$ cat src/rtl/conv_sched_pkg.sv
// Shared types and helpers for the conv_nn frame admission scheduler.
package conv_sched_pkg;

    typedef enum logic [1:0] {
        S_IDLE = 2'd0,
        S_PASS = 2'd1,
        S_DROP = 2'd2
    } sched_state_t;

    localparam int INFLIGHT_W = 4;

    // Bits needed to count 0..timeout_cyc-1, never narrower than one bit.
    function automatic int wd_width(input int timeout_cyc);
        int w;
        w = $clog2(timeout_cyc);
        return (w < 1) ? 1 : w;
    endfunction

endpackage

$ cat src/rtl/conv_sched_watchdog.sv
// Idle watchdog for conv_nn output: counts cycles while run=1 and kick=0,
// expire is high for the single cycle in which the count reaches TIMEOUT_CYC-1.
module conv_sched_watchdog
    import conv_sched_pkg::*;
#(
    parameter int TIMEOUT_CYC = 2**20
) (
    input  logic clk,
    input  logic reset,
    input  logic run,
    input  logic kick,
    output logic expire
);

    localparam int               CNT_W    = wd_width(TIMEOUT_CYC);
    localparam logic [CNT_W-1:0] CNT_LAST = CNT_W'(TIMEOUT_CYC - 1);

    logic [CNT_W-1:0] cnt_r;

    // Combinational so the owner can clear its state on the same edge it flags the timeout.
    assign expire = run && !kick && (cnt_r == CNT_LAST);

    // Idle counter: restarts on pipe activity, when nothing is in flight, and after expiry.
    always_ff @(posedge clk) begin
        if (reset) begin
            cnt_r <= '0;
        end else if (!run || kick || expire) begin
            cnt_r <= '0;
        end else begin
            cnt_r <= cnt_r + CNT_W'(1);
        end
    end

endmodule

$ cat src/rtl/conv_frame_scheduler.sv
// Frame admission controller in front of conv_nn with in-flight tracking and watchdog flush.
// Optional statistics counters are built when CONV_SCHED_STATS_EN is defined.
module conv_frame_scheduler
    import conv_sched_pkg::*;
#(
    parameter int DATA_WIDTH   = 8,
    parameter int MAX_INFLIGHT = 2,
    parameter int TIMEOUT_CYC  = 2**20
) (
    input  logic                  clk,
    input  logic                  reset,
    input  logic                  enable_i,
    input  logic [DATA_WIDTH-1:0] data_i,
    input  logic                  data_valid_i,
    input  logic                  sop_i,
    input  logic                  eop_i,
    input  logic                  sof_i,
    input  logic                  eof_i,
    output logic [DATA_WIDTH-1:0] data_o,
    output logic                  data_valid_o,
    output logic                  sop_o,
    output logic                  eop_o,
    output logic                  sof_o,
    output logic                  eof_o,
    input  logic                  pipe_valid_i,
    input  logic                  pipe_eof_i,
    output logic [INFLIGHT_W-1:0] inflight_o,
    output logic                  busy_o,
    output logic                  drop_o,
    output logic                  timeout_o,
    output logic                  flush_o,
    output logic                  proto_err_o
`ifdef CONV_SCHED_STATS_EN
    ,
    output logic [31:0]           frames_in_o,
    output logic [31:0]           frames_out_o,
    output logic [31:0]           frames_drop_o
`endif
);

    localparam logic [INFLIGHT_W-1:0] MAX_IF = INFLIGHT_W'(MAX_INFLIGHT);

    sched_state_t          state_r;
    sched_state_t          state_next_s;
    logic                  admit_s;
    logic                  fwd_s;
    logic                  drop_s;
    logic                  frame_err_s;
    logic                  pipe_eof_s;
    logic                  underflow_s;
    logic                  expire_s;
    logic                  wd_run_s;
    logic                  proto_err_r;
    logic [INFLIGHT_W-1:0] inflight_r;
    logic [INFLIGHT_W-1:0] inflight_next_s;

    assign inflight_o  = inflight_r;
    assign proto_err_o = proto_err_r;
    assign wd_run_s    = (inflight_r != '0);
    assign pipe_eof_s  = pipe_valid_i && pipe_eof_i;
    assign underflow_s = pipe_eof_s && (inflight_r == '0);

    // Per-beat admission decision and next FSM state.
    always_comb begin
        admit_s      = 1'b0;
        fwd_s        = 1'b0;
        drop_s       = 1'b0;
        frame_err_s  = 1'b0;
        state_next_s = state_r;
        case (state_r)
            S_IDLE: begin
                if (data_valid_i && sof_i) begin
                    if (enable_i && (inflight_r < MAX_IF)) begin
                        admit_s      = 1'b1;
                        fwd_s        = 1'b1;
                        state_next_s = eof_i ? S_IDLE : S_PASS;
                    end else begin
                        drop_s       = 1'b1;
                        state_next_s = eof_i ? S_IDLE : S_DROP;
                    end
                end else if (data_valid_i) begin
                    frame_err_s = 1'b1;
                end else begin
                    state_next_s = S_IDLE;
                end
            end
            S_PASS: begin
                if (data_valid_i) begin
                    fwd_s        = 1'b1;
                    frame_err_s  = sof_i;
                    state_next_s = eof_i ? S_IDLE : S_PASS;
                end else begin
                    state_next_s = S_PASS;
                end
            end
            S_DROP: begin
                if (data_valid_i) begin
                    frame_err_s  = sof_i;
                    state_next_s = eof_i ? S_IDLE : S_DROP;
                end else begin
                    state_next_s = S_DROP;
                end
            end
            default: begin
                state_next_s = S_IDLE;
            end
        endcase
    end

    // In-flight count: a flush wipes older frames but keeps a frame admitted on the same edge.
    always_comb begin
        inflight_next_s = inflight_r;
        if (expire_s) begin
            inflight_next_s = admit_s ? INFLIGHT_W'(1) : '0;
        end else if (admit_s && !pipe_eof_s) begin
            inflight_next_s = (inflight_r < MAX_IF) ? inflight_r + INFLIGHT_W'(1) : inflight_r;
        end else if (pipe_eof_s && !admit_s) begin
            inflight_next_s = underflow_s ? inflight_r : inflight_r - INFLIGHT_W'(1);
        end else begin
            inflight_next_s = inflight_r;
        end
    end

    // FSM state plus the registered conv_nn-facing stream and status outputs.
    always_ff @(posedge clk) begin
        if (reset) begin
            state_r      <= S_IDLE;
            data_o       <= '0;
            data_valid_o <= 1'b0;
            sop_o        <= 1'b0;
            eop_o        <= 1'b0;
            sof_o        <= 1'b0;
            eof_o        <= 1'b0;
            drop_o       <= 1'b0;
            busy_o       <= 1'b0;
            proto_err_r  <= 1'b0;
        end else begin
            state_r      <= state_next_s;
            data_o       <= fwd_s ? data_i : data_o;
            data_valid_o <= fwd_s;
            sop_o        <= fwd_s && sop_i;
            eop_o        <= fwd_s && eop_i;
            sof_o        <= fwd_s && sof_i;
            eof_o        <= fwd_s && eof_i;
            drop_o       <= drop_s;
            busy_o       <= (state_next_s != S_IDLE) || (inflight_next_s != '0);
            proto_err_r  <= proto_err_r || frame_err_s || underflow_s;
        end
    end

    // In-flight counter and watchdog pulses.
    always_ff @(posedge clk) begin
        if (reset) begin
            inflight_r <= '0;
            timeout_o  <= 1'b0;
            flush_o    <= 1'b0;
        end else begin
            inflight_r <= inflight_next_s;
            timeout_o  <= expire_s;
            flush_o    <= expire_s;
        end
    end

    conv_sched_watchdog #(
        .TIMEOUT_CYC (TIMEOUT_CYC)
    ) u_watchdog (
        .clk    (clk),
        .reset  (reset),
        .run    (wd_run_s),
        .kick   (pipe_valid_i),
        .expire (expire_s)
    );

`ifdef CONV_SCHED_STATS_EN
    // Free-running wrap-around frame statistics.
    always_ff @(posedge clk) begin
        if (reset) begin
            frames_in_o   <= 32'd0;
            frames_out_o  <= 32'd0;
            frames_drop_o <= 32'd0;
        end else begin
            frames_in_o   <= admit_s    ? frames_in_o + 32'd1   : frames_in_o;
            frames_out_o  <= pipe_eof_s ? frames_out_o + 32'd1  : frames_out_o;
            frames_drop_o <= drop_s     ? frames_drop_o + 32'd1 : frames_drop_o;
        end
    end
`endif

endmodule

$ cat config.mk
export PLATFORM = sky130hd
export DESIGN_NAME = conv_frame_scheduler
export DESIGN_NICKNAME = d
export VERILOG_FILES = /design/src/rtl/conv_sched_pkg.sv /design/src/rtl/conv_sched_watchdog.sv /design/src/rtl/conv_frame_scheduler.sv
export SDC_FILE = /design/constraint.sdc
export NUM_CORES = 1
export LEC_CHECK = 0
export BUFFER_PORTS_ARGS = -buffer_cell sky130_fd_sc_hd__buf_2
export CAP_MARGIN = 20
export CORE_MARGIN = 1.5
export CORE_UTILIZATION = 55
export DETAILED_ROUTE_END_ITERATION = 7
export PLACE_DENSITY = 0.8
export SETUP_SLACK_MARGIN = 0.4
export SYNTH_ARGS = -nofsm -noshare
export SYNTH_HDL_FRONTEND = slang
export SYNTH_SLANG_ARGS = --single-unit
export TNS_END_PERCENT = 30
$ cat constraint.sdc
create_clock -name clk -period 4.7 [get_ports clk]
set_clock_uncertainty 0.15 [all_clocks]
set_input_delay 1.175 -clock clk [delete_from_list [all_inputs] [get_ports clk]]
set_output_delay 1.175 -clock clk [all_outputs]
set_load 0.02 [all_outputs]
### Word level (Yosys, flattened, before mapping)

Cells that the tools add are included.

| cells by class | value |
|---|---|
| add/sub/neg operators | 3 |
| equal/unequal tests | 3 |
| bitwise gates (word level) | 2 |
| mux-type cells | 23 |
| order comparisons | 1 |
| reductions and logical operators | 29 |

Operators by type and width:

| operator | number |
|---|---|
| adder 20 x 1 -> 20 bit, second input constant | 1 |
| == test 20 bit, second input constant | 1 |
| two-way mux 4 bit | 5 |
| logical AND 1 bit | 12 |
| two-way mux 1 bit | 10 |
| two-way mux 2 bit | 5 |
| nonzero test 4 bit | 2 |
| one-hot mux 2 bit (3 select lines) | 1 |
| logical OR 1 bit | 5 |
| adder 4 x 1 -> 4 bit, second input constant | 1 |
| logical NOT 1 bit | 4 |
| logical NOT 4 bit | 1 |
| less-than comparator 4 x 2 -> 1 bit, second input constant | 1 |
| one-hot mux 1 bit (2 select lines) | 2 |
| OR reduction 2 bit | 2 |
| subtractor 4 x 1 -> 4 bit, second input constant | 1 |
| OR reduction 3 bit | 1 |
| == test 2 x 1 -> 1 bit, second input constant | 1 |
| == test 2 bit, second input constant | 1 |
| logical NOT 2 bit | 1 |
| inverter 1 bit | 2 |
| nonzero test 2 bit | 1 |

| storage, ports and cells | value |
|---|---|
| register bits | 43 |
| bits of input ports | 18 |
| logic and storage cells | 74 |
| output and inout bits | 22 |

### Depth between registers and ports, before layout

Gate-level depths: netlist of the first run.

| logic depth | value |
|---|---|
| depth in word-level cells | 12 |
| mapped depth | 8 |
| depth with buffers taken out | 7 |

### Cells and area by module

Synthesis of the first run repeated with hierarchy kept, for this count alone.

| second synthesis, totals | value |
|---|---|
| cells, all modules | 229 |
| area, all modules | 2004.4 µm² |

By module, submodules not included:

| module | sequential area each (µm²) | area an instance (µm²) | cells an instance | instances |
|---|---|---|---|---|
| conv_frame_scheduler | 460.4 | 1102.3 | 124 | 1 |
| conv_sched_watchdog | 400.4 | 902.1 | 105 | 1 |

### Worst setup path before layout of the first run

No wires, ideal clock.

| path | value |
|---|---|
| path kind | input-to-reg |
| start point | input data_valid_i |
| end point | register busy_o |
| stages on the path | 7 |
| setup time | 0.134 ns |
| data required time | 4.416 ns |
| arrival | 2.704 ns |
| path slack | 1.712 ns |
| buffers on the path | 2 |
| cell sequence | buf_2 and3_4 buf_6 a2111oi_0 a311oi_1 and3_1 or4_1 |

| on the way | value |
|---|---|
| word-level cells in the longest chain between the ends | 10 |
| elaborated cells on any way between the ends | 18 |
| classes of those cells | mux: 11; reduce/logical: 7 |

Ends and longest elaborated chain:

| item | line | text |
|---|---|---|
| start: declaration | conv_frame_scheduler.sv:14 | `input logic data_valid_i,` |
| logical AND 1 bit | conv_frame_scheduler.sv:72 | `if (data_valid_i && sof_i) begin` |
| two-way mux 1 bit | conv_frame_scheduler.sv:72 |  |
| two-way mux 1 bit | conv_frame_scheduler.sv:70 | `case (state_r)` |
| logical NOT 1 bit | conv_frame_scheduler.sv:117 | `end else if (pipe_eof_s && !admit_s) begin` |
| logical AND 1 bit | conv_frame_scheduler.sv:117 |  |
| two-way mux 4 bit | conv_frame_scheduler.sv:117 |  |
| two-way mux 4 bit | conv_frame_scheduler.sv:115 | `end else if (admit_s && !pipe_eof_s) begin` |
| two-way mux 4 bit | conv_frame_scheduler.sv:113 | `if (expire_s) begin` |
| nonzero test 4 bit | conv_frame_scheduler.sv:146 | `busy_o <= (state_next_s != S_IDLE) \|\| (inflight_next_s != '0);` |
| logical OR 1 bit (*) | conv_frame_scheduler.sv:146 |  |
| end signal: assignment | conv_frame_scheduler.sv:146 |  |
| end: declaration | conv_frame_scheduler.sv:28 | `output logic busy_o,` |

Every way passes the cells marked *; elsewhere a longest branch is shown, timed or not.
A chain may end at the register's enable or synchronous reset.

### Worst setup path after layout of the first run

| path | value |
|---|---|
| start point | input enable_i |
| end point | register busy_o |

| on the way | value |
|---|---|
| word-level cells in the longest chain between the ends | 11 |
| elaborated cells on any way between the ends | 17 |
| classes of those cells | mux: 10; reduce/logical: 7 |

Ends and longest elaborated chain:

| item | line | text |
|---|---|---|
| start: declaration | conv_frame_scheduler.sv:12 | `input logic enable_i,` |
| logical AND 1 bit (*) | conv_frame_scheduler.sv:73 | `if (enable_i && (inflight_r < MAX_IF)) begin` |
| two-way mux 1 bit | conv_frame_scheduler.sv:73 |  |
| two-way mux 1 bit | conv_frame_scheduler.sv:72 |  |
| two-way mux 1 bit | conv_frame_scheduler.sv:70 |  |
| logical NOT 1 bit | conv_frame_scheduler.sv:117 |  |
| logical AND 1 bit | conv_frame_scheduler.sv:117 |  |
| two-way mux 4 bit | conv_frame_scheduler.sv:117 |  |
| two-way mux 4 bit | conv_frame_scheduler.sv:115 |  |
| two-way mux 4 bit | conv_frame_scheduler.sv:113 |  |
| nonzero test 4 bit | conv_frame_scheduler.sv:146 |  |
| logical OR 1 bit (*) | conv_frame_scheduler.sv:146 |  |

Marked as above.

==> results by group, run 1 <==
Clock tree
  • Number of levels in the clock H-tree: 2
  • Max Root-Sink Buffers: 2
  • TritonCTS clock tree: yes
  • Clock insertion delay at the later pin of the skew report: between 0.3 and 0.4 ns
  • Number of buffers inserted to repair setup after CTS: 0
  • Clock buffers created by TritonCTS: 5
  • CTS Sinks: 43
  • Post-CTS Hold Buffers: 0
  • Library cell used as clock root buffer: sky130_fd_sc_hd__clkbuf_4
  • Clock slew at reported path FFs: 0.13 ns
  • Resized cells post-CTS: 0

Die
  • Die Y-Extent: 62.86 um
  • Overall die width: 62.86 um
  • Initial Util: 0.5814
  • Io pins: 40
  • Core region area: around 3400 um2
  • FP Rows: 21
  • Floorplan die area: roughly 4000 um2

Final layout
  • Most used cells in the layout excluding fill and tap cells: sky130_fd_sc_hd__dfxtp_1, sky130_fd_sc_hd__buf_2, sky130_fd_sc_hd__nand2_1
  • Layout cells sized above 1: 0.2218
  • Area growth from synthesis to final layout: 14.60%
  • Finished Layout Cells: 303
  • Final #Nets: roughly 280
  • Antenna cell count: 0
  • Most common cell after layout, fill and taps aside: sky130_fd_sc_hd__dfxtp_1

Pwr
  • Worst-case vdd ir drop: 0.2792 mV
  • Comb pwr share: 0.146
  • Sequential fraction of design power: 0.533
  • Power Density: 322.6 nW/um2
  • Switch share: 0.2699
  • P_sw: 196.6 uW
  • Leakage Power: 0.9002 nW
  • Share of power burned in the clock network: 0.320
  • Power Internal: about 530 uW

Timing
  • Setup TNS: 0 ns
  • Worst-margin pin slew: around 0.7 ns
  • Final period demand of the worst path: 2.691 ns
  • Max-slew headroom at the worst pin: 0.5349
  • RSZ-0062 raised after global routing: no
  • Number of hold violations in the final report: 0
  • WHS: 0.3101 ns
  • Max frequency: about 370 MHz
  • Final-report max-slew violation count: 0
  • Number of setup violations in the final report: 0
  • Post-route setup slack: about 2 ns
  • Period Utilization, post-route: 0.5726

Yosys
  • Share of the synthesized area in compound gates (AO/OA/AOI/OAI): 0.09587
  • Basic-gate share of the synthesized area counting and, or, nand and nor cells: 0.2959
  • Proportion of synthesized chip area in sequential cells: 0.4368
  • Synthesized area per cell: 9.081 um2
  • Mapped Nets: 243
  • Post-synth design cell area: 1971 um2
  • Post-synthesis instance total: 217
  • Xor and xnor area share after synthesis: 0.07556
  • Number of library cell types mapped by synthesis: 49
  • Area leader, netlist: sky130_fd_sc_hd__dfxtp_1
  • Mux contribution to synthesized area: 0.01016
  • Number of enable flip-flop cells after synthesis: 0
  • Primary FF master, synth: sky130_fd_sc_hd__dfxtp_1
  • Combinational family with the most area after synthesis: simple AND/OR/NAND/NOR gates
  • Top-area cell type share of the netlist area: 0.4368
  • Post-synthesis adder-cell area fraction: 0.05079
  • Cell types occupying the most area after synthesis: sky130_fd_sc_hd__dfxtp_1, sky130_fd_sc_hd__nand2_1, sky130_fd_sc_hd__ha_1, sky130_fd_sc_hd__nor2_1, sky130_fd_sc_hd__xor2_1
  • FFs w/ async S/R, synth: 0
  • Number of warnings reported in the yosys synthesis log: 0
  • Flip-flop and latch count after synthesis: 43

Critical path
  • Startpoint kind of the worst setup timing path: primary input
  • Top delay family on crit path: simple AND/OR/NAND/NOR gates
  • Worst Path Max Fanout: 10
  • Data arrival time of the worst path: 2.79 ns
  • Worst setup path class: primary input to register
  • Slowest stage delay, CP: 0.49 ns
  • Crit-path slowest cell: sky130_fd_sc_hd__or4_1
  • Required time worst endpoint: about 4.8 ns
  • Cell occurring most often along the worst timing path: sky130_fd_sc_hd__a211o_1
  • Chain of cells forming the critical path: buf_2, nor4b_4, a211o_1, o22ai_1, a211o_1, or4_1
  • Crit. End Element: register
  • Buffering stage count on the worst path with inverters included: 1

Placed design
  • Placed Cells: roughly 300
  • Count of input and output buffers: 39
  • GPL Wtd Cong: 0.9455
  • Pre-CTS worst setup slack: approximately 1.6 ns
  • DPL Wire Length: approximately 2800 um

Drt
  • Drt drc: 0
  • Wirelength, routed: 3829 um
  • Final routed wire length divided by cell count: 12.64 um
  • First-pass iteration count of the detailed router: 4
  • Mean number of vias per cell: 5.373
  • Drt initial violations: 81
  • Via count of the routed design: 1628
  • Post-route ant nets: 0

Global routing
  • Largest net degree at the start of global routing: 19
  • Via count of the first global-routing pass: 1413
  • Antenna violations before repair: 0
  • Wire length of the first global-routing pass: between 6000 and 7000 um
  • Total routing usage reported by global routing: 0.1951
  • Remaining Overflow, GRT: 0

Hold path
  • Hold crit path type: register to register

Flow run
  • Max cap viols: 0

Run status
  • Outcome: complete, no violations
## sequential cells by signal, summed over array words and instances, names as in the netlist, 2 cells and up
signal and cells:
inflight_o 4, data_o 8, u_watchdog.cnt_r 20, state_r 2
## worst reg2reg max path, stage by stage (launching register included)
cell	delay, ns
sky130_fd_sc_hd__dfxtp_1	0.50
sky130_fd_sc_hd__inv_1	0.11
sky130_fd_sc_hd__ha_1	0.23
sky130_fd_sc_hd__nor3b_2	0.21
sky130_fd_sc_hd__nor4_2	0.39
sky130_fd_sc_hd__a21oi_1	0.19
sky130_fd_sc_hd__a211o_1	0.28
sky130_fd_sc_hd__or4_1	0.49
## cells by family after synthesis
| family | after synthesis |
|---|---|
| AND/OR/NAND/NOR | 106 |
| adder cells (fa/ha/maj) | 8 |
| AO/OA/AOI/OAI | 28 |
| flip-flops | 43 |
| buffers and inverters | 13 |
| multiplexers | 2 |
| XOR/XNOR | 17 |
## stage by stage
step           area (um2)  utilization  total power, mW
2_1_floorplan        1971            -           0.4701
3_3_place_gp         2177       0.6423           0.5008
3_5_place_dp         2177       0.6423           0.5021
4_1_cts              2258       0.6663           0.7344
5_1_grt              2258       0.6663           0.7596
6_report             2258       0.6663           0.7285
## Yosys cell counts, drive strengths merged (2+ instances only)
library cell,instances
dfxtp,43
nand2,29
nor2,26
a21oi,12
xor2,10
nand3,9
and2,8
ha,8
xnor2,7
inv,6
nand4,6
and3,4
buf,4
nor4,4
a211o,3
clkbuf,3
nor3,3
nor3b,3
or3,3
a2111oi,2
a211oi,2
a311oi,2
and4,2
mux2i,2
nor4b,2
## power by group through the flow
stage / registers (mW) / logic, mW / clock network, mW
after floorplan: 0.411 / 0.0596 / 0
after global placement: 0.396 / 0.104 / 0
after detailed placement: 0.397 / 0.105 / 0
after CTS: 0.389 / 0.106 / 0.239
after global routing: 0.390 / 0.116 / 0.253
final: 0.389 / 0.107 / 0.233
## routing by layer
metal	up-vias	routed length, um	global-route usage	share of wire
li1	832	-	-	-
met1	750	1803	0.2489	0.47
met2	41	1809	0.3205	0.47
met3	5	171	0.05405	0.045
met4	0	44	0.05833	0.011
met5	-	0	0	0
## cell type report
type                       count  area, um2
fill                         288       1131
inverter                       6      22.52
timing repair buffer          39      195.2
multi-input combinational    161       1041
sequential                    43      860.8
tap                           46      57.56
clock inverter                 3      43.79
clock buffer                   5      37.54
## worst paths after layout
path	startpoint	end	slack, ns	cells after the start
worst max-delay path	enable_i	busy_o	2.01	6
worst min-delay path	data_o[4]	data_o[4]	0.31	2
worst max register to register	inflight_o[1]	busy_o	2.04	7
worst min register to register	data_o[4]	data_o[4]	0.31	2
Note: power is estimated with default switching activity, not from simulation.
==> inputs of run 2 (changes only) <==
CORE_UTILIZATION = 49   (was 55)
PLACE_DENSITY = 0.75   (was 0.8)
clock period = 2.2 ns   (was 4.7 ns; I/O delays follow)
==> run 2 against run 1 <==
Against the previous run:
- clock power is 130% higher
- design area is 29% higher
- flip-flop and latch count stayed put
- critical path type is now register to register
- largest cell class unchanged
- largest power group unchanged
- highest routed layer unchanged
==> results by group, run 2 (same netlist as run 1, synthesis figures left out) <==
Final layout
  • Final #Nets: 325 (was 282)
  • Post-layout instance area: 2919 um2 (was 2258 um2)
  • Top register by number of flip-flops: u_watchdog.cnt_r (unchanged)
  • Post-layout util: 0.7741 (was 0.6663)
  • Layout cells sized above 1: 0.5033 (was 0.2218)
  • Final-layout fill cell count: 227 (was 288)
  • Area growth from synthesis to final layout: 48.13% (was 14.60%)
  • Antenna cell count: 0 (unchanged)
  • Flip-flop count of the largest register after layout: 20 (unchanged)
  • Most common cell after layout, fill and taps aside: sky130_fd_sc_hd__buf_2 (was sky130_fd_sc_hd__dfxtp_1)
  • Most used cells in the layout excluding fill and tap cells: sky130_fd_sc_hd__buf_2, sky130_fd_sc_hd__dfxtp_1, sky130_fd_sc_hd__buf_4 (was sky130_fd_sc_hd__dfxtp_1, sky130_fd_sc_hd__buf_2, sky130_fd_sc_hd__nand2_1)

Global routing
  • Wire length of the first global-routing pass: 7369 um (was 6210 um)
  • Largest net degree at the start of global routing: 19 (unchanged)
  • Remaining Overflow, GRT: 0 (unchanged)
  • Antenna violations before repair: 0 (unchanged)
  • Met1 track demand over resource: 0.2386 (was 0.2489)
  • Met2 Track Usage GR: 0.4050 (was 0.3205)
  • Total routing usage reported by global routing: 0.2169 (was 0.1951)
  • Most Used Layer, Global Route: met2 (unchanged)
  • Via count of the first global-routing pass: 1709 (was 1413)
  • Met3 track demand over resource in global routing: 0.04600 (was 0.05405)

Run status
  • Outcome: complete, no violations (unchanged)

Flow run
  • Max cap viols: 0 (unchanged)

Die
  • Core region area: 3771 um2 (was 3390 um2)
  • Die Y-Extent: 66.42 um (was 62.86 um)
  • Floorplan die area: 4411 um2 (was 3951 um2)
  • Io pins: 40 (unchanged)
  • Overall die width: 66.42 um (was 62.86 um)
  • FP Rows: 22 (was 21)
  • Initial Util: 0.5226 (was 0.5814)

Drt
  • Drt initial violations: 60 (was 81)
  • Mean number of vias per cell: 5.293 (was 5.373)
  • Wirelength, routed: 4903 um (was 3829 um)
  • Post-route ant nets: 0 (unchanged)
  • Final routed wire length divided by cell count: 14.09 um (was 12.64 um)
  • Drt drc: 0 (unchanged)
  • First-pass iteration count of the detailed router: 4 (unchanged)
  • Via count of the routed design: 1842 (was 1628)

Timing
  • Final period demand of the worst path: 2.196 ns
  • Max-slew headroom at the worst pin: 0.7191 (was 0.5349)
  • WHS: 0.3198 ns (was 0.3101 ns)
  • Final-report max-slew violation count: 0 (unchanged)
  • Worst-margin pin slew: 0.4196 ns (was 0.6976 ns)
  • Number of hold violations in the final report: 0 (unchanged)
  • Number of setup violations in the final report: 0 (unchanged)
  • Setup TNS: 0 ns (unchanged)
  • Max frequency: ~460 MHz
  • RSZ-0062 raised after global routing: yes (was no)
  • Period Utilization, post-route: 0.9982

Pwr
  • Power Density: 604.4 nW/um2 (was 322.6 nW/um2)
  • Worst-case vdd ir drop: 0.4941 mV (was 0.2792 mV)
  • Leakage Power: 1.200 nW (was 0.9002 nW)

Hold path
  • Hold crit path type: primary input to register (was register to register)
  • Worst Min Path Start: sop_i (was data_o[4])

Placed design
  • Post-detailed-placement cell area: 2530 um2 (was 2177 um2)
  • DPL Wire Length: 3160 um (was 2755 um)
  • GPL Wtd Cong: 0.8675 (was 0.9455)
  • Count of input and output buffers: 39 (unchanged)

Clock tree
  • Clock insertion delay at the later pin of the skew report: 0.30 ns (was 0.35 ns)
  • Max Root-Sink Buffers: 2 (unchanged)
  • TritonCTS clock tree: yes (unchanged)
  • Clock buffers created by TritonCTS: 5 (unchanged)
  • CTS Sinks: 43 (unchanged)
  • Post-CTS Hold Buffers: 0 (unchanged)
  • Number of levels in the clock H-tree: 2 (unchanged)
  • Clock slew at reported path FFs: 0.08 ns (was 0.13 ns)
  • Library cell used as clock root buffer: sky130_fd_sc_hd__clkbuf_8 (was sky130_fd_sc_hd__clkbuf_4)

Critical path
  • Slowest stage delay, CP: 0.51 ns (was 0.49 ns)
  • Worst setup path class: register to register (was primary input to register)
  • Crit-path slowest cell: sky130_fd_sc_hd__or4_1 (unchanged)
  • Crit. End Element: register (unchanged)
  • Required time worst endpoint: 2.23 ns (was 4.80 ns)
  • Crit Reg-Reg Startpoint: inflight_o[1] (unchanged)
  • Data arrival time of the worst path: 2.23 ns (was 2.79 ns)
  • Worst Path Max Fanout: 5 (was 10)
  • Startpoint of the most critical setup path: inflight_o[1] (was enable_i)
  • Startpoint kind of the worst setup timing path: register (was primary input)
  • Chain of cells forming the critical path: inv_4, ha_4, nor3b_4, nor4_4, a211o_1, and3_1, or4_1 (was buf_2, nor4b_4, a211o_1, o22ai_1, a211o_1, or4_1)
## run 2: cell count changes in the layout (fill, tap and decap cells not counted), moves of 5 or more
cell and delta:
sky130_fd_sc_hd__a21oi_2 +9, sky130_fd_sc_hd__clkbuf_4 -5, sky130_fd_sc_hd__nor2_2 +5, sky130_fd_sc_hd__dfxtp_1 -6
sky130_fd_sc_hd__clkbuf_8 +7, sky130_fd_sc_hd__a21oi_1 -10, sky130_fd_sc_hd__buf_4 +37, sky130_fd_sc_hd__nor2_1 -9
sky130_fd_sc_hd__nand2_4 +6, sky130_fd_sc_hd__nand2_1 -10
## run 2: worst paths after layout
path,endpoint,cells past startpoint,slack (ns)
worst min register to register,data_o[4],2,0.33
worst max register to register,busy_o,7,0.004
worst max-delay path,busy_o,7,0.004
worst min-delay path,sop_o,2,0.32
## run 2: layer usage
| metal | vias to the layer above | part of all wire |
|---|---|---|
| met5 | - | 0 |
| met4 | 0 | 0.019 |
| met2 | 27 | 0.54 |
| met3 | 10 | 0.027 |
| li1 | 925 | - |
| met1 | 880 | 0.41 |
## run 2: repair_timing
action | CTS | global route
buffers inserted | 1 | 2
gates resized for setup | 27 | 38
pin swaps | 26 | 43
setup endpoints to repair | 33 | 36
gates cloned | 0 | 2
## run 2: stage by stage
step | power, mW | std cells | setup WS, ns
2_1_floorplan | 1.034 | 217 | -0.07990
3_5_place_dp | 1.167 | 335 | -0.2326
3_3_place_gp | 1.163 | 335 | -0.1834
4_1_cts | 1.730 | 344 | -0.02852
5_1_grt | 1.843 | 348 | -0.09343
6_report | 1.764 | 348 | 0.003990
## run 2: worst max-delay path, delay by kind of cell, from the launching register on
kind                     cells  cell delay [ns]
adder cells (fa/ha/maj)      1             0.13
buffers and inverters        1             0.06
flip-flops                   1             0.37
AND/OR/NAND/NOR              4             1.11
AO/OA/AOI/OAI                1             0.26
## run 2: power by group
group          leakage, nW  switching [mW]  internal [mW]
registers            0.352          0.0227          0.808
logic                0.797           0.204          0.185
clock network       0.0515           0.258          0.286
total                 1.20           0.484           1.28
## run 2: final cells by class
cell class | instances | area (um2) | area share
multi-input combinational | 163 | 1334 | 0.4569
sequential | 43 | 875.8 | 0.3000
timing repair buffer | 80 | 521.8 | 0.1787
clock buffer | 8 | 100.1 | 0.03429
tap | 48 | 60.06 | 0.02057
inverter | 6 | 27.53 | 0.009430
==> inputs of run 3 (changes only) <==
CORE_UTILIZATION = 45   (was 49)
PLACE_DENSITY = 0.7   (was 0.75)
SYNTH_HIERARCHICAL = 1   (was default)
==> run 3 against run 2 <==
Against the previous run:
- count of clock-buffer cells in the layout down 2
- maximum frequency rose by 7.6%
- utilization shrank 16 points
- register-to-register slack gained 0.16 ns
- first-iteration DRC count up 82%
- sequential share of layout area increased by 3.3 points
- worst setup slack improved by 0.16 ns
- final cell count fell by 1.1%
- sequential power shrank 1%
- routed wire length decreased by 10%
- die area grew 10%
- critical path type unchanged
- critical endpoint unchanged
- largest cell class unchanged
- highest routed layer unchanged
==> results by group, run 3 <==
Final layout
  • Antenna cell count: 0 (unchanged)
  • Flip-flop count of the largest register after layout: 20 (unchanged)
  • Top register by number of flip-flops: u_watchdog/cnt_r (was u_watchdog.cnt_r)
  • Multi-input logic area: 1166 um2 (was 1334 um2)
  • Post-layout util: 0.6186 (was 0.7741)
  • Footprint of the flip-flops and latches: 890.9 um2 (was 875.8 um2)
  • Final #Nets: 317 (was 325)
  • Most used cells in the layout excluding fill and tap cells: sky130_fd_sc_hd__buf_2, sky130_fd_sc_hd__dfxtp_1, sky130_fd_sc_hd__nor2_1, sky130_fd_sc_hd__buf_4, sky130_fd_sc_hd__nand2_1 (was sky130_fd_sc_hd__buf_2, sky130_fd_sc_hd__dfxtp_1, sky130_fd_sc_hd__buf_4)
  • Layout cells sized above 1: 0.3870 (was 0.5033)
  • Final-layout fill cell count: 373 (was 227)
  • Area growth from synthesis to final layout: 33.46% (was 48.13%)
  • Finished Layout Cells: 344 (was 348)
  • Most common cell after layout, fill and taps aside: sky130_fd_sc_hd__buf_2 (unchanged)

Placed design
  • Placed Cells: 317 (was 335)
  • Count of input and output buffers: 39 (unchanged)
  • GPL Wtd Cong: 0.8325 (was 0.8675)
  • DPL Wire Length: 2863 um (was 3160 um)

Drt
  • First-pass iteration count of the detailed router: 4 (unchanged)
  • Mean number of vias per cell: 5.195 (was 5.293)
  • Drt drc: 0 (unchanged)
  • Post-route ant nets: 0 (unchanged)
  • Via count of the routed design: 1787 (was 1842)
  • Wirelength, routed: 4409 um (was 4903 um)
  • Drt initial violations: 109 (was 60)
  • Final routed wire length divided by cell count: 12.82 um (was 14.09 um)

Clock tree
  • TritonCTS clock tree: yes (unchanged)
  • Clock buffers created by TritonCTS: 5 (unchanged)
  • Clock insertion delay at the later pin of the skew report: 0.30 ns (about the same)
  • Max Root-Sink Buffers: 2 (unchanged)
  • Library cell used as clock root buffer: sky130_fd_sc_hd__clkbuf_8 (unchanged)
  • Post-CTS Hold Buffers: 0 (unchanged)
  • Clock slew at reported path FFs: 0.08 ns (about the same)
  • CTS Sinks: 43 (unchanged)
  • Number of levels in the clock H-tree: 2 (unchanged)

Die
  • Overall die width: 69.74 um (was 66.42 um)
  • Floorplan die area: 4864 um2 (was 4411 um2)
  • Die Y-Extent: 69.74 um (was 66.42 um)
  • Core region area: 4324 um2 (was 3771 um2)
  • FP Rows: 24 (was 22)
  • Initial Util: 0.4635 (was 0.5226)
  • Io pins: 40 (unchanged)

Critical path
  • Slowest stage delay, CP: 0.42 ns (was 0.51 ns)
  • Buffering stage count on the worst path with inverters included: 2 (was 1)
  • Register-to-register setup slack: 0.16 ns (was 0.004 ns)
  • Crit. End Element: register (unchanged)
  • Worst Path Max Fanout: 4 (was 5)
  • Crit Reg-Reg Startpoint: inflight_o[1] (unchanged)
  • Startpoint kind of the worst setup timing path: register (unchanged)
  • Worst setup path class: register to register (unchanged)
  • Top delay family on crit path: simple AND/OR/NAND/NOR gates (unchanged)
  • Chain of cells forming the critical path: inv_4, ha_4, or3b_4, nand2b_4, nor3_4, buf_6, or3_4, a21oi_2, o21ai_1 (was inv_4, ha_4, nor3b_4, nor4_4, a211o_1, and3_1, or4_1)
  • Data arrival time of the worst path: 2.07 ns (was 2.23 ns)
  • Reg2Reg Capture Point: busy_o (unchanged)
  • Required time worst endpoint: 2.23 ns (about the same)
  • Reg2reg path depth: 9 (was 7)
  • Crit-path slowest cell: sky130_fd_sc_hd__or3b_4 (was sky130_fd_sc_hd__or4_1)

Yosys
  • Post-synthesis instance total: 229 (was 217)
  • Number of library cell types mapped by synthesis: 42 (was 49)
  • Cell types occupying the most area after synthesis: sky130_fd_sc_hd__dfxtp_1, sky130_fd_sc_hd__ha_1, sky130_fd_sc_hd__xnor2_1, sky130_fd_sc_hd__a21oi_1, sky130_fd_sc_hd__nand2_1 (was sky130_fd_sc_hd__dfxtp_1, sky130_fd_sc_hd__nand2_1, sky130_fd_sc_hd__ha_1, sky130_fd_sc_hd__nor2_1, sky130_fd_sc_hd__xor2_1)
  • Flip-flop and latch count after synthesis: 43 (unchanged)
  • Primary FF master, synth: sky130_fd_sc_hd__dfxtp_1 (unchanged)
  • Leading cell type by number of instances after synthesis: sky130_fd_sc_hd__dfxtp_1 (unchanged)
  • Top-area cell type share of the netlist area: 0.4295 (was 0.4368)
  • Post-synth design cell area: 2004 um2 (was 1971 um2)
  • Number of warnings reported in the yosys synthesis log: 6 (was 0)
  • Synthesized area per cell: 8.753 um2 (was 9.081 um2)
  • Leading cell types by count after synthesis: sky130_fd_sc_hd__dfxtp_1, sky130_fd_sc_hd__nand2_1, sky130_fd_sc_hd__nor2_1 (unchanged)
  • Number of enable flip-flop cells after synthesis: 0 (unchanged)
  • Proportion of synthesized chip area in sequential cells: 0.4295 (was 0.4368)
  • Area leader, netlist: sky130_fd_sc_hd__dfxtp_1 (unchanged)
  • Mapped Nets: 255 (was 243)
  • FFs w/ async S/R, synth: 0 (unchanged)

Pwr
  • Post-route total power: 1.685 mW (was 1.764 mW)
  • Power Density: 630.0 nW/um2 (was 604.4 nW/um2)
  • Leakage Power: 1.076 nW (was 1.200 nW)
  • Worst-case vdd ir drop: 0.4535 mV (was 0.4941 mV)

Hold path
  • Hold-critical path depth: 2 (unchanged)
  • Endpoint of the worst hold-timing path: eop_o (was sop_o)
  • Worst Min Path Start: eop_i (was sop_i)
  • Hold crit path type: primary input to register (unchanged)

Global routing
  • Total routing usage reported by global routing: 0.1981 (was 0.2169)
  • Wire length of the first global-routing pass: 7769 um (was 7369 um)
  • Antenna violations before repair: 0 (unchanged)
  • Via count of the first global-routing pass: 1725 (was 1709)
  • Largest net degree at the start of global routing: 18 (was 19)
  • Remaining Overflow, GRT: 0 (unchanged)

Timing
  • Setup TNS: 0 ns (unchanged)
  • Period Utilization, post-route: 0.9275 (was 0.9982)
  • RSZ-0062 raised after global routing: yes (unchanged)
  • WHS: 0.2961 ns (was 0.3198 ns)
  • Number of hold violations in the final report: 0 (unchanged)
  • Max-slew headroom at the worst pin: 0.7377 (was 0.7191)
  • Worst-margin pin slew: 0.3918 ns (was 0.4196 ns)
  • Number of setup violations in the final report: 0 (unchanged)
  • Final-report max-slew violation count: 0 (unchanged)
  • Final period demand of the worst path: 2.041 ns (was 2.196 ns)
  • Max frequency: 490.1 MHz (was 455.4 MHz)

Flow run
  • Max cap viols: 0 (unchanged)

Run status
  • Outcome: complete, no violations (unchanged)
run 3: cell count changes after synthesis, sizes merged, moves of 3 or more:
cell	previous run	this run
o21ai	1	6
nor3	3	9
nand3	9	14
nand2b	1	4
nand2	29	22
xor2	10	3
a211o	3	0
o21a	0	3
a21oi	12	18
inv	6	11
nor2	26	22
xnor2	7	10
or3	3	6
run 3: cell families after synthesis:
family,Yosys count,synth area share
adders and majority gates,8,0.04994
buffers and inverters,19,0.04432
AOI/OAI and AO/OA,39,0.1380
xor gates and xnor gates,13,0.05680
DFF,43,0.4295
muxes,1,0.004994
and+or+nand+nor,106,0.2765
run 3: layer usage:
metal	routed length (um)	up-vias	track usage
li1	-	914	-
met1	2065	804	0.2669
met3	217	8	0.03924
met2	2048	61	0.3088
met4	78	0	0.08761
met5	0	-	0
run 3: how the worst max path moves through the flow:
stage,start,depth (start not counted),endpoint,slack (ns)
5_1_grt,u_watchdog/cnt_r[0],8,busy_o,0.09
6_report,inflight_o[1],9,busy_o,0.16
2_1_floorplan,u_watchdog/cnt_r[4],8,busy_o,0.18
3_5_place_dp,inflight_o[1],8,busy_o,0.09
4_1_cts,u_watchdog/cnt_r[0],8,busy_o,0.17
3_3_place_gp,inflight_o[1],8,busy_o,0.15
run 3: final cells by class:
| class | instances | area share |
|---|---|---|
| clock buffers | 6 | 0.03508 |
| clock inverters | 2 | 0.005145 |
| inverters | 11 | 0.01731 |
| multi-input cells | 167 | 0.4359 |
| flip-flops and latches | 43 | 0.3330 |
| well taps | 52 | 0.02432 |
| repair buffers | 63 | 0.1492 |
run 3: report_power, final:
group	internal, mW	leakage [nW]	switching [mW]
logic	0.132	0.663	0.165
registers	0.802	0.357	0.0184
clock network	0.292	0.0563	0.276
total	1.23	1.08	0.459
run 3: through the flow:
stage | setup slack, ns | cell area, um2
3_5_place_dp | 0.08544 | 2305
3_3_place_gp | 0.1469 | 2305
2_1_floorplan | 0.1850 | 2064
5_1_grt | 0.08899 | 2675
6_report | 0.1594 | 2675
4_1_cts | 0.1719 | 2638
run 3: timing repair:
action / 4_1_cts / 5_1_grt
setup endpoints to repair: 38 / 40
buffers inserted: 19 / 0
pin swaps: 8 / 2
gates resized for setup: 19 / 10
